$ cat config.mk
export PLATFORM = sky130hd
export DESIGN_NAME = terminal_writer
export DESIGN_NICKNAME = d
export VERILOG_FILES = /design/src/rtl/terminal_pkg.sv /design/src/rtl/terminal_writer.sv
export SDC_FILE = /design/constraint.sdc
export NUM_CORES = 1
export LEC_CHECK = 0
export ABC_AREA = 1
export ABC_CLOCK_PERIOD_IN_PS = 4310
export CAP_MARGIN = 15
export CORE_UTILIZATION = 44
export CTS_CLUSTER_DIAMETER = 100
export DETAILED_ROUTE_END_ITERATION = 16
export HOLD_SLACK_MARGIN = 0.06
export PLACE_DENSITY = 0.64
export SLEW_MARGIN = 20
export SYNTH_ARGS = -nofsm -noshare
export SYNTH_HDL_FRONTEND = slang
export SYNTH_SLANG_ARGS = --single-unit
$ cat constraint.sdc
create_clock -name pixel_clk_in -period 4.31 [get_ports pixel_clk_in]
set_input_delay 1.293 -clock pixel_clk_in [delete_from_list [all_inputs] [get_ports pixel_clk_in]]
set_output_delay 1.293 -clock pixel_clk_in [all_outputs]
set_load 0.02 [all_outputs]
$ cat src/rtl/terminal_pkg.sv
// terminal_pkg: types and constants shared by the terminal writer and the sprite renderer
package terminal_pkg;
  typedef enum logic {IDLE, CLEAR} tw_state_t;
  localparam logic [7:0] ASCII_SPACE = 8'd32;
  localparam logic [7:0] ASCII_NL = 8'd10;
  localparam logic [7:0] ASCII_BS = 8'd8;
  localparam int DEFAULT_WIDTH = 76;
  localparam int DEFAULT_HEIGHT = 44;
endpackage

$ cat src/rtl/terminal_writer.sv
// terminal_writer: turns an ASCII byte stream into cursor-tracked writes into the terminal grid RAM
module terminal_writer
  import terminal_pkg::*;
#(
  parameter int SCREEN_WIDTH = DEFAULT_WIDTH,
  parameter int SCREEN_HEIGHT = DEFAULT_HEIGHT,
  parameter int ADDR_W = $clog2(SCREEN_WIDTH * SCREEN_HEIGHT)
) (
  input  logic                             pixel_clk_in,
  input  logic                             rst_in,
  input  logic                             char_valid_in,
  input  logic [7:0]                       char_in,
  output logic                             char_ready_out,
  input  logic                             clear_in,
  output logic                             tg_write_en,
  output logic [ADDR_W-1:0]                tg_addr,
  output logic [7:0]                       tg_input,
  output logic [$clog2(SCREEN_WIDTH)-1:0]  cursor_x_out,
  output logic [$clog2(SCREEN_HEIGHT)-1:0] cursor_y_out,
  output logic                             busy_out
);
  localparam int XW = $clog2(SCREEN_WIDTH);
  localparam int YW = $clog2(SCREEN_HEIGHT);
  // one spare bit so the sweep can count one past the last cell to signal completion
  localparam int LW = ADDR_W + 1;
  localparam logic [XW-1:0] X_MAX = XW'(SCREEN_WIDTH - 1);
  localparam logic [YW-1:0] Y_MAX = YW'(SCREEN_HEIGHT - 1);
  localparam logic [LW-1:0] LIN_LAST = LW'(SCREEN_WIDTH * SCREEN_HEIGHT - 1);
  localparam logic [LW-1:0] LIN_END = LW'(SCREEN_WIDTH * SCREEN_HEIGHT);
  tw_state_t state_q, state_d;
  logic [XW-1:0] x_q, x_d;
  logic [YW-1:0] y_q, y_d;
  logic [LW-1:0] lin_q, lin_d, lin_m1;
  logic we_q, we_d;
  logic [ADDR_W-1:0] addr_q, addr_d;
  logic [7:0] data_q, data_d;
  logic accept;
  assign char_ready_out = (state_q == IDLE) && !clear_in && !rst_in;
  assign accept = char_valid_in && char_ready_out;
  assign lin_m1 = lin_q - LW'(1);
  assign tg_write_en = we_q;
  assign tg_addr = addr_q;
  assign tg_input = data_q;
  assign cursor_x_out = x_q;
  assign cursor_y_out = y_q;
  assign busy_out = (state_q == CLEAR);
  always_comb begin
    state_d = state_q;
    x_d = x_q;
    y_d = y_q;
    lin_d = lin_q;
    we_d = 1'b0;
    addr_d = addr_q;
    data_d = data_q;
    if (state_q == CLEAR) begin
      if (lin_q == LIN_END) begin
        state_d = IDLE;
        lin_d = '0;
      end else begin
        we_d = 1'b1;
        addr_d = lin_q[ADDR_W-1:0];
        data_d = ASCII_SPACE;
        lin_d = lin_q + LW'(1);
      end
    end else if (clear_in) begin
      // explicit clear emits address 0 right away, so the sweep resumes from 1
      state_d = CLEAR;
      we_d = 1'b1;
      addr_d = '0;
      data_d = ASCII_SPACE;
      lin_d = LW'(1);
      x_d = '0;
      y_d = '0;
    end else if (accept) begin
      if (char_in == ASCII_NL) begin
        x_d = '0;
        y_d = (y_q == Y_MAX) ? '0 : y_q + YW'(1);
        lin_d = (y_q == Y_MAX) ? '0 : lin_q - LW'(x_q) + LW'(SCREEN_WIDTH);
        state_d = (y_q == Y_MAX) ? CLEAR : IDLE;
      end else if (char_in == ASCII_BS) begin
        if (lin_q != '0) begin
          we_d = 1'b1;
          addr_d = lin_m1[ADDR_W-1:0];
          data_d = ASCII_SPACE;
          lin_d = lin_m1;
          x_d = (x_q != '0) ? x_q - XW'(1) : X_MAX;
          y_d = (x_q != '0) ? y_q : y_q - YW'(1);
        end
      end else begin
        we_d = 1'b1;
        addr_d = lin_q[ADDR_W-1:0];
        data_d = char_in;
        state_d = (lin_q == LIN_LAST) ? CLEAR : IDLE;
        lin_d = (lin_q == LIN_LAST) ? '0 : lin_q + LW'(1);
        x_d = (lin_q == LIN_LAST || x_q == X_MAX) ? '0 : x_q + XW'(1);
        y_d = (lin_q == LIN_LAST) ? '0 : (x_q == X_MAX) ? y_q + YW'(1) : y_q;
      end
    end
  end
  always_ff @(posedge pixel_clk_in) begin
    if (rst_in) begin
      state_q <= IDLE;
      x_q <= '0;
      y_q <= '0;
      lin_q <= '0;
      we_q <= 1'b0;
      addr_q <= '0;
      data_q <= '0;
    end else begin
      state_q <= state_d;
      x_q <= x_d;
      y_q <= y_d;
      lin_q <= lin_d;
      we_q <= we_d;
      addr_q <= addr_d;
      data_q <= data_d;
    end
  end
endmodule

==> flow_results.org, run 1 <==
** Timing
- Slew Viols, Final :: 0
- Setup repair after global routing left no endpoint under its margin.
- Relative slew margins :: 0.582
- Minimum clock period :: 4010 ps
- Setup violations remaining at the end of the flow were counted as 0.
- Derived from the worst setup path, the maximum achievable clock frequency is 249 MHz.
- Final Hold Vio Count :: 0
- Worst Tran Pin Value :: 624 ps
- Hold slack :: 479 ps
- Dividing the final minimum period by the clock period gives 0.930.
- Setup TNS Final :: 0 ps
- Final worst clock skew :: 11.8 ps

** Clock tree
- Clock Sinks :: 48
- Post-CTS setup buffer count :: 0
- Clock Path Buffers :: 2
- Clock-pin slew on the worst setup and hold paths :: 100 ps
- Count of cells resized by post-cts repair :: 0
- Clock tree synthesis selected as its root buffer the cell sky130_fd_sc_hd__clkbuf_8.
- Worst skew pair latency :: 320 ps
- Number of H-tree branching levels :: 2
- Buffers inserted to repair hold after CTS numbered 0.
- TritonCTS built the clock tree.
- Counting the buffers created by CTS gives 5.

** Synth
- Avg Inst Size Synth :: 6.20 µm²
- In the synthesized netlist the dominant register cell turns out to be sky130_fd_sc_hd__dfxtp_1.
- Cell type contributing the most total cell area after synthesis :: sky130_fd_sc_hd__dfxtp_1
- Post-synthesis cell count :: 728
- Number of distinct library cells after synthesis :: 39
- The share of the Yosys chip area taken by registers is 0.213.
- By area the synthesized netlist is led by sky130_fd_sc_hd__dfxtp_1 21%, sky130_fd_sc_hd__nand2_1 14%, sky130_fd_sc_hd__ha_1 10%, sky130_fd_sc_hd__nand3_1 9.3%, sky130_fd_sc_hd__inv_1 6.6%.
- Counting flops and latches in the post-synthesis netlist gives 48.
- The share of synthesized area in the top cell type comes to 0.213.
- In this run, synthesis inferred 0 flip-flops with an integrated enable.
- Of all flip-flops after synthesis, the portion carrying an async set or reset was 0.
- After synthesis the cells add up to 4520 µm².
- Syn. warnings :: 0
- Net count after synthesis :: 777

** GRT
- Wire length of the first global-routing pass :: 23000 µm
- Entering global routing, the biggest net connects 33 pins.
- Overflow after GRT :: 0
- Number of antenna violations at the first check in global routing :: 0
- Across every metal layer, demand over resource in global routing totals 0.279.
- Vias in the first global route :: 4696

** Route
- In the routed design, unresolved DRC markers number 0.
- Drt via density :: 5.52
- Vias post-DR :: 4978
- Number of routed nets with antenna violations :: 0
- Average wire per standard cell :: 15.8 µm
- The first detailed-routing pass ran for 5 iterations.
- Count of routing violations after the opening detailed-route iteration :: 311
- Routed Wire Length :: 14300 µm

** Placement
- Detailed placement finished with a half-perimeter wire length of 10700 µm.
- Standard cell area after detailed placement :: 5090 µm²
- Weighted congestion at the end of routability-driven global placement :: 0.934
- In this run the tool buffered the top-level ports with 47 buffer cells.

** Die
- Initial cell density of the core :: 0.458
- 48 I/O pins were placed.
- The floorplan has 36 rows.
- Die Ht :: 103 µm
- Die area :: 10700 µm²
- In this run the standard cell core region covers 9860 µm².
- The die is 103 µm wide.

** Min path
- Worst hold path class :: reg -> reg

** Power and ir drop
- P per Cell Area :: 250 nW/µm²
- Peak supply drop :: 0.000136 V
- Reported leakage power :: 2.38 nW
- The completed layout was analyzed and its total power is 1.30 mW.

** Worst setup path
- Start-to-end type of the worst setup path :: in -> out
- For the worst setup path, the data required time is 3020 ps.
- Data on the critical path arrives at its endpoint at 2720 ps.
- The worst setup path is launched from an input pin.
- Setup crit end kind :: output pin
- Along the worst path, the maximum fanout reaches 2.

** Finish
- For this run, the post-layout net count is 817.
- Relative to the synthesized area, the layout overhead comes to 14.9%.
- Share of final-layout standard cells stronger than drive strength 1 :: 0.0585
- Most frequent standard cell in the layout excluding fill and tap cells :: sky130_fd_sc_hd__nand2_1
- Ant diodes :: 0
- Share of the core filled with cells in the final layout :: 0.526
- Final design instance area without fill :: 5190 µm²
- Commonest cells after routing, fill and taps aside :: 174 x sky130_fd_sc_hd__nand2_1, 84 x sky130_fd_sc_hd__nand3_1, 80 x sky130_fd_sc_hd__inv_1

** Job
- Across the run, the number of max-cap violations was 0.

** Status
- Run status :: finished clean
[Yosys cell counts (2+ instances only)]
| cell | instances |
|---|---|
| sky130_fd_sc_hd__inv_2 | 3 |
| sky130_fd_sc_hd__nand2_4 | 3 |
| sky130_fd_sc_hd__a31oi_1 | 2 |
| sky130_fd_sc_hd__a22oi_1 | 2 |
| sky130_fd_sc_hd__xnor2_1 | 7 |
| sky130_fd_sc_hd__or2_2 | 2 |
| sky130_fd_sc_hd__xor2_1 | 16 |
| sky130_fd_sc_hd__buf_2 | 9 |
| sky130_fd_sc_hd__clkbuf_1 | 8 |
| sky130_fd_sc_hd__nand2_1 | 174 |
| sky130_fd_sc_hd__buf_4 | 4 |
| sky130_fd_sc_hd__nor3_2 | 4 |
| sky130_fd_sc_hd__ha_1 | 36 |
| sky130_fd_sc_hd__a21oi_1 | 49 |
| sky130_fd_sc_hd__buf_8 | 2 |
| sky130_fd_sc_hd__dfxtp_1 | 48 |
| sky130_fd_sc_hd__nor3_1 | 12 |
| sky130_fd_sc_hd__nor2_4 | 3 |
| sky130_fd_sc_hd__o21bai_1 | 3 |
| sky130_fd_sc_hd__inv_1 | 80 |
| sky130_fd_sc_hd__o21ai_0 | 54 |
| sky130_fd_sc_hd__nand4_1 | 15 |
| sky130_fd_sc_hd__o22ai_1 | 4 |
| sky130_fd_sc_hd__o211ai_1 | 9 |
| sky130_fd_sc_hd__o2111ai_1 | 2 |
| sky130_fd_sc_hd__nor2_1 | 76 |
| sky130_fd_sc_hd__nand2_2 | 5 |
| sky130_fd_sc_hd__nand3_2 | 2 |
| sky130_fd_sc_hd__nand3_1 | 84 |
[where the power goes]
part	total, mW	internal [mW]	switching, mW	leakage (nW)
Clock	0.308	0.131	0.178	0.0434
Sequential	0.516	0.472	0.0442	0.394
Combinational	0.472	0.176	0.296	1.94
[final cells by class]
class,count,area [µm²]
Clock inverter,2,15.0
Clock buffer,6,82.6
Inverter,84,317
Timing Repair Buffer,58,553
Sequential cell,48,961
Multi-Input combinational cell,571,3100
Fill cell,1040,4670
Tap cell,133,166
[state kept, by name, summed over array words and instances (netlist names)]
signal        flops
cursor_x_out      7
tg_input          8
cursor_y_out      6
tg_addr          12
tg_write_en       1
busy_out          1
lin_q            13
[final timing paths]
check	startpoint	endpoint	slack, ps	depth (start not counted)
worst max-delay path	clear_in	char_ready_out	300	5
worst min-delay path	tg_addr[2]	tg_addr[2]	480	2
worst max register to register	lin_q[3]	lin_q[7]	1660	13
worst min register to register	tg_addr[2]	tg_addr[2]	480	2
[kinds of logic (layout without fill, tap and decap cells)]
logic type | count (synthesis) | after routing | share of synthesized area
buffers and inverters | 109 | 150 | 0.102
xor gates and xnor gates | 23 | 23 | 0.0446
AOI/OAI and AO/OA | 127 | 127 | 0.153
DFF | 48 | 48 | 0.213
adders and majority gates | 37 | 37 | 0.104
and+or+nand+nor | 384 | 384 | 0.384
[critical path, cell delays in order]
cell	delay (ps)
sky130_fd_sc_hd__clkdlybuf4s50_1	500
sky130_fd_sc_hd__nor2_8	120
sky130_fd_sc_hd__inv_1	60
sky130_fd_sc_hd__nor2_1	120
sky130_fd_sc_hd__clkdlybuf4s50_1	620
[per-layer routing]
layer	vias up	wire length, µm	GRT usage
met5	-	0	0
li1	2483	-	-
met2	165	6620	0.467
met4	0	412	0.102
met3	48	737	0.0343
met1	2282	6510	0.368
[metrics by stage]
| step | cells | worst slack (ps) |
|---|---|---|
| after detailed placement | 894 | 285 |
| after global routing | 902 | 191 |
| after global placement | 894 | 312 |
| after CTS | 902 | 285 |
| after floorplan | 728 | 1040 |
| final | 902 | 301 |
Note: power is estimated with default switching activity, not from simulation.
==> inputs of run 2 (changes only) <==
--- a/config.mk
+++ b/config.mk
@@ -13,6 +13,7 @@
 export DETAILED_ROUTE_END_ITERATION = 16
 export HOLD_SLACK_MARGIN = 0.06
 export PLACE_DENSITY = 0.64
+export RECOVER_POWER = 100
 export SLEW_MARGIN = 20
 export SYNTH_ARGS = -nofsm -noshare
 export SYNTH_HDL_FRONTEND = slang
==> run 2 against run 1 <==
Against the previous run:
- clock-buffer cell count did not move
- critical endpoint unchanged
- largest power group unchanged
- final cell count is the same
- combinational power decreased by 2%
- sequential cell count stayed put
- sequential power barely moved
- sequential share of layout area barely moved
- worst hold slack got worse by 3.6 ps
- cell area down 0.17%
==> flow_results.org, run 2 (synthesis gave the netlist of run 1 again) <==
** Finish
- Flip-flop count of the largest register, all copies and words added :: 13
- For this run, the number of standard cells in the final layout without fillers is 902.
- Share of final-layout standard cells stronger than drive strength 1 :: 0.0520
- Measured on the finished design, the core utilization comes to 0.525.
- Most frequent standard cell in the layout excluding fill and tap cells :: sky130_fd_sc_hd__nand2_1
- lin_q holds more flip-flops than any other register.
- Ant diodes :: 0
- Net count reported at finish :: 817
- After routing the design area is 5180 µm².
- From synthesis to final layout, the design area changed by 14.7%.
- Commonest cells after routing, fill and taps aside :: 176 x sky130_fd_sc_hd__nand2_1, 84 x sky130_fd_sc_hd__nand3_1, 82 x sky130_fd_sc_hd__inv_1

** Clock tree
- The root buffer cell chosen for the clock tree is sky130_fd_sc_hd__clkbuf_8.
- Post-CTS repair changed the size of 0 cells.
- Number of H-tree branching levels :: 2
- In this run, CTS created clock tree buffers numbering 5.
- Buffers added to address setup during post-CTS repair amount to 0.
- For this design, the sink count on the clock tree is 48.
- Worst skew pair latency :: 320 ps
- The clock passes through at most 2 buffers.
- Count of hold buffers inserted by post-cts repair :: 0
- TritonCTS clock tree :: yes
- Clock-pin slew on the worst setup and hold paths :: 100 ps

** Timing
- Setup violations remaining at the end of the flow were counted as 0.
- Relative slew margins :: 0.287
- Final Hold Vio Count :: 0
- On the final layout, the worst hold slack is 475 ps.
- On the final layout, the worst clock skew is 11.3 ps.
- The max-slew violation count came to 0.
- Minimum clock period :: 4070 ps
- Highest attainable clock frequency :: 246 MHz
- After layout, the worst setup slack is 242 ps.
- In the final timing run, aggregate negative setup slack is 0 ps.
- Worst Tran Pin Value :: 1070 ps
- Setup repair after global routing left no endpoint under its margin.
- In the finished design, the share of the clock period the worst path needs comes to 0.944.

** Worst setup path
- Worst endpoint required time :: 3020 ps
- Traced cell by cell, the critical path runs through clkdlybuf4s50_1 > nor2_8 > inv_1 > nor2_1 > dlygate4sd3_1.
- Setup crit end kind :: output pin
- Critical path startpoint category :: input pin
- Critical-path top delay cell :: sky130_fd_sc_hd__dlygate4sd3_1
- Number of buffers and inverters on the critical path :: 3
- The worst register-to-register path begins at busy_out.
- In this run the worst setup path begins at clear_in.
- The worst setup path is of the in -> out kind.
- R2R cell count :: 9
- Stage delay of the slowest cell on the critical path :: 680 ps
- STA puts the critical path data arrival time at 2770 ps.
- Family of cells with the greatest summed delay on the critical path :: buffers and inverters
- Along the worst path, the maximum fanout reaches 2.
- The worst register-to-register path has a setup slack of 1350 ps.
- Worst r2r dst :: tg_addr[5]

** Placement
- Routability-driven placement finished with a final weighted congestion of 0.934.
- Post-Place Setup Slack :: 285 ps
- During placement, the flow inserted port buffers numbering 47.
- Including well taps, the total number of placed cells is 894.
- Post-DP HPWL :: 10700 µm
- Once placement finished, the instance area stood at 5090 µm².

** Die
- Number of top-level pins :: 48
- The die is 103 µm wide.
- The initial utilization of the core area, before any placement, comes to 0.458.
- The region available for standard cell placement spans 9860 µm².
- Die Ht :: 103 µm
- The die covers 10700 µm².
- The initialized floorplan defines 36 standard-cell rows.

** Min path
- Min-Delay Endpoint :: tg_addr[2]
- The min-delay analysis places its worst path in the category reg -> reg.
- The worst hold path was traced through 2 stages.
- Hold_sp :: tg_addr[2]

** Route
- Drt via density :: 5.48
- The routed layout has 4944 vias.
- In the routed design, unresolved DRC markers number 0.
- Number of routed nets with antenna violations :: 0
- For this block, the routed nets add up to 14200 µm of wire.
- Dividing the detail-routed wire length by the instance count gives 15.7 µm.
- Count of routing violations after the opening detailed-route iteration :: 307
- Pre-antenna DRT Iters :: 5

** Power and ir drop
- Post-layout power :: 1.29 mW
- Reported leakage power :: 2.48 nW
- IR analysis of the VDD net gives a maximum drop of 0.000136 V.
- In this run the power density over the cells is 248 nW/µm².

** Status
- Run status :: finished clean

** GRT
- The first global-routing pass estimated 23000 µm of wire.
- Summed over all layers, the global routing overflow is 0.
- The number of antenna violations at the first check in global routing was 0.
- Vias in the first global route :: 4696
- Overall track demand over capacity in global routing :: 0.279
- Entering global routing, the biggest net connects 33 pins.

** Job
- Max Cap Violations :: 0
==> run 2: cell types whose count changed in the layout (fill, tap and decap cells not counted), sizes merged <==
cell           delta
dlygate4sd3      +36
clkbuf            +1
buf               -1
clkdlybuf4s50    -36
==> run 2: power breakdown <==
group          internal (mW)  total (mW)  leakage [nW]  switching (mW)
combinational          0.169       0.463          2.04           0.295
sequential             0.472       0.515         0.394          0.0433
clock                  0.131       0.308        0.0434           0.178
==> run 2: how the worst max path moves through the flow <==
stage	depth (start not counted)	end
floorplan	3	char_ready_out
global placement	5	char_ready_out
detailed placement	5	char_ready_out
CTS	5	char_ready_out
global route	5	char_ready_out
finish	5	char_ready_out
==> run 2: layout make-up <==
cell class	instances	area (µm²)
Fill cell	1043	4680
Multi-Input combinational cell	571	3090
Sequential cell	48	961
Timing Repair Buffer	58	549
Inverter	84	317
Tap cell	133	166
Clock buffer	6	82.6
Clock inverter	2	15.0
==> run 2: worst reg2reg max path: stages (launching register included) <==
cell and delay [ps]:
sky130_fd_sc_hd__dfxtp_1 490, sky130_fd_sc_hd__nor2_8 170, sky130_fd_sc_hd__clkbuf_1 800, sky130_fd_sc_hd__and3_1 290
sky130_fd_sc_hd__nand2_1 180, sky130_fd_sc_hd__nand2_4 260, sky130_fd_sc_hd__nand2_4 220, sky130_fd_sc_hd__nor2_4 200
sky130_fd_sc_hd__inv_1 130, sky130_fd_sc_hd__o21ai_0 160
==> run 2: per-layer routing <==
layer,wire [µm],vias to the layer above,part of all wire,global-route usage
met5,0,-,0,0
met4,395,0,0.028,0.102
met3,852,38,0.060,0.0343
met2,6620,174,0.47,0.467
met1,6330,2252,0.45,0.368
li1,-,2480,-,-
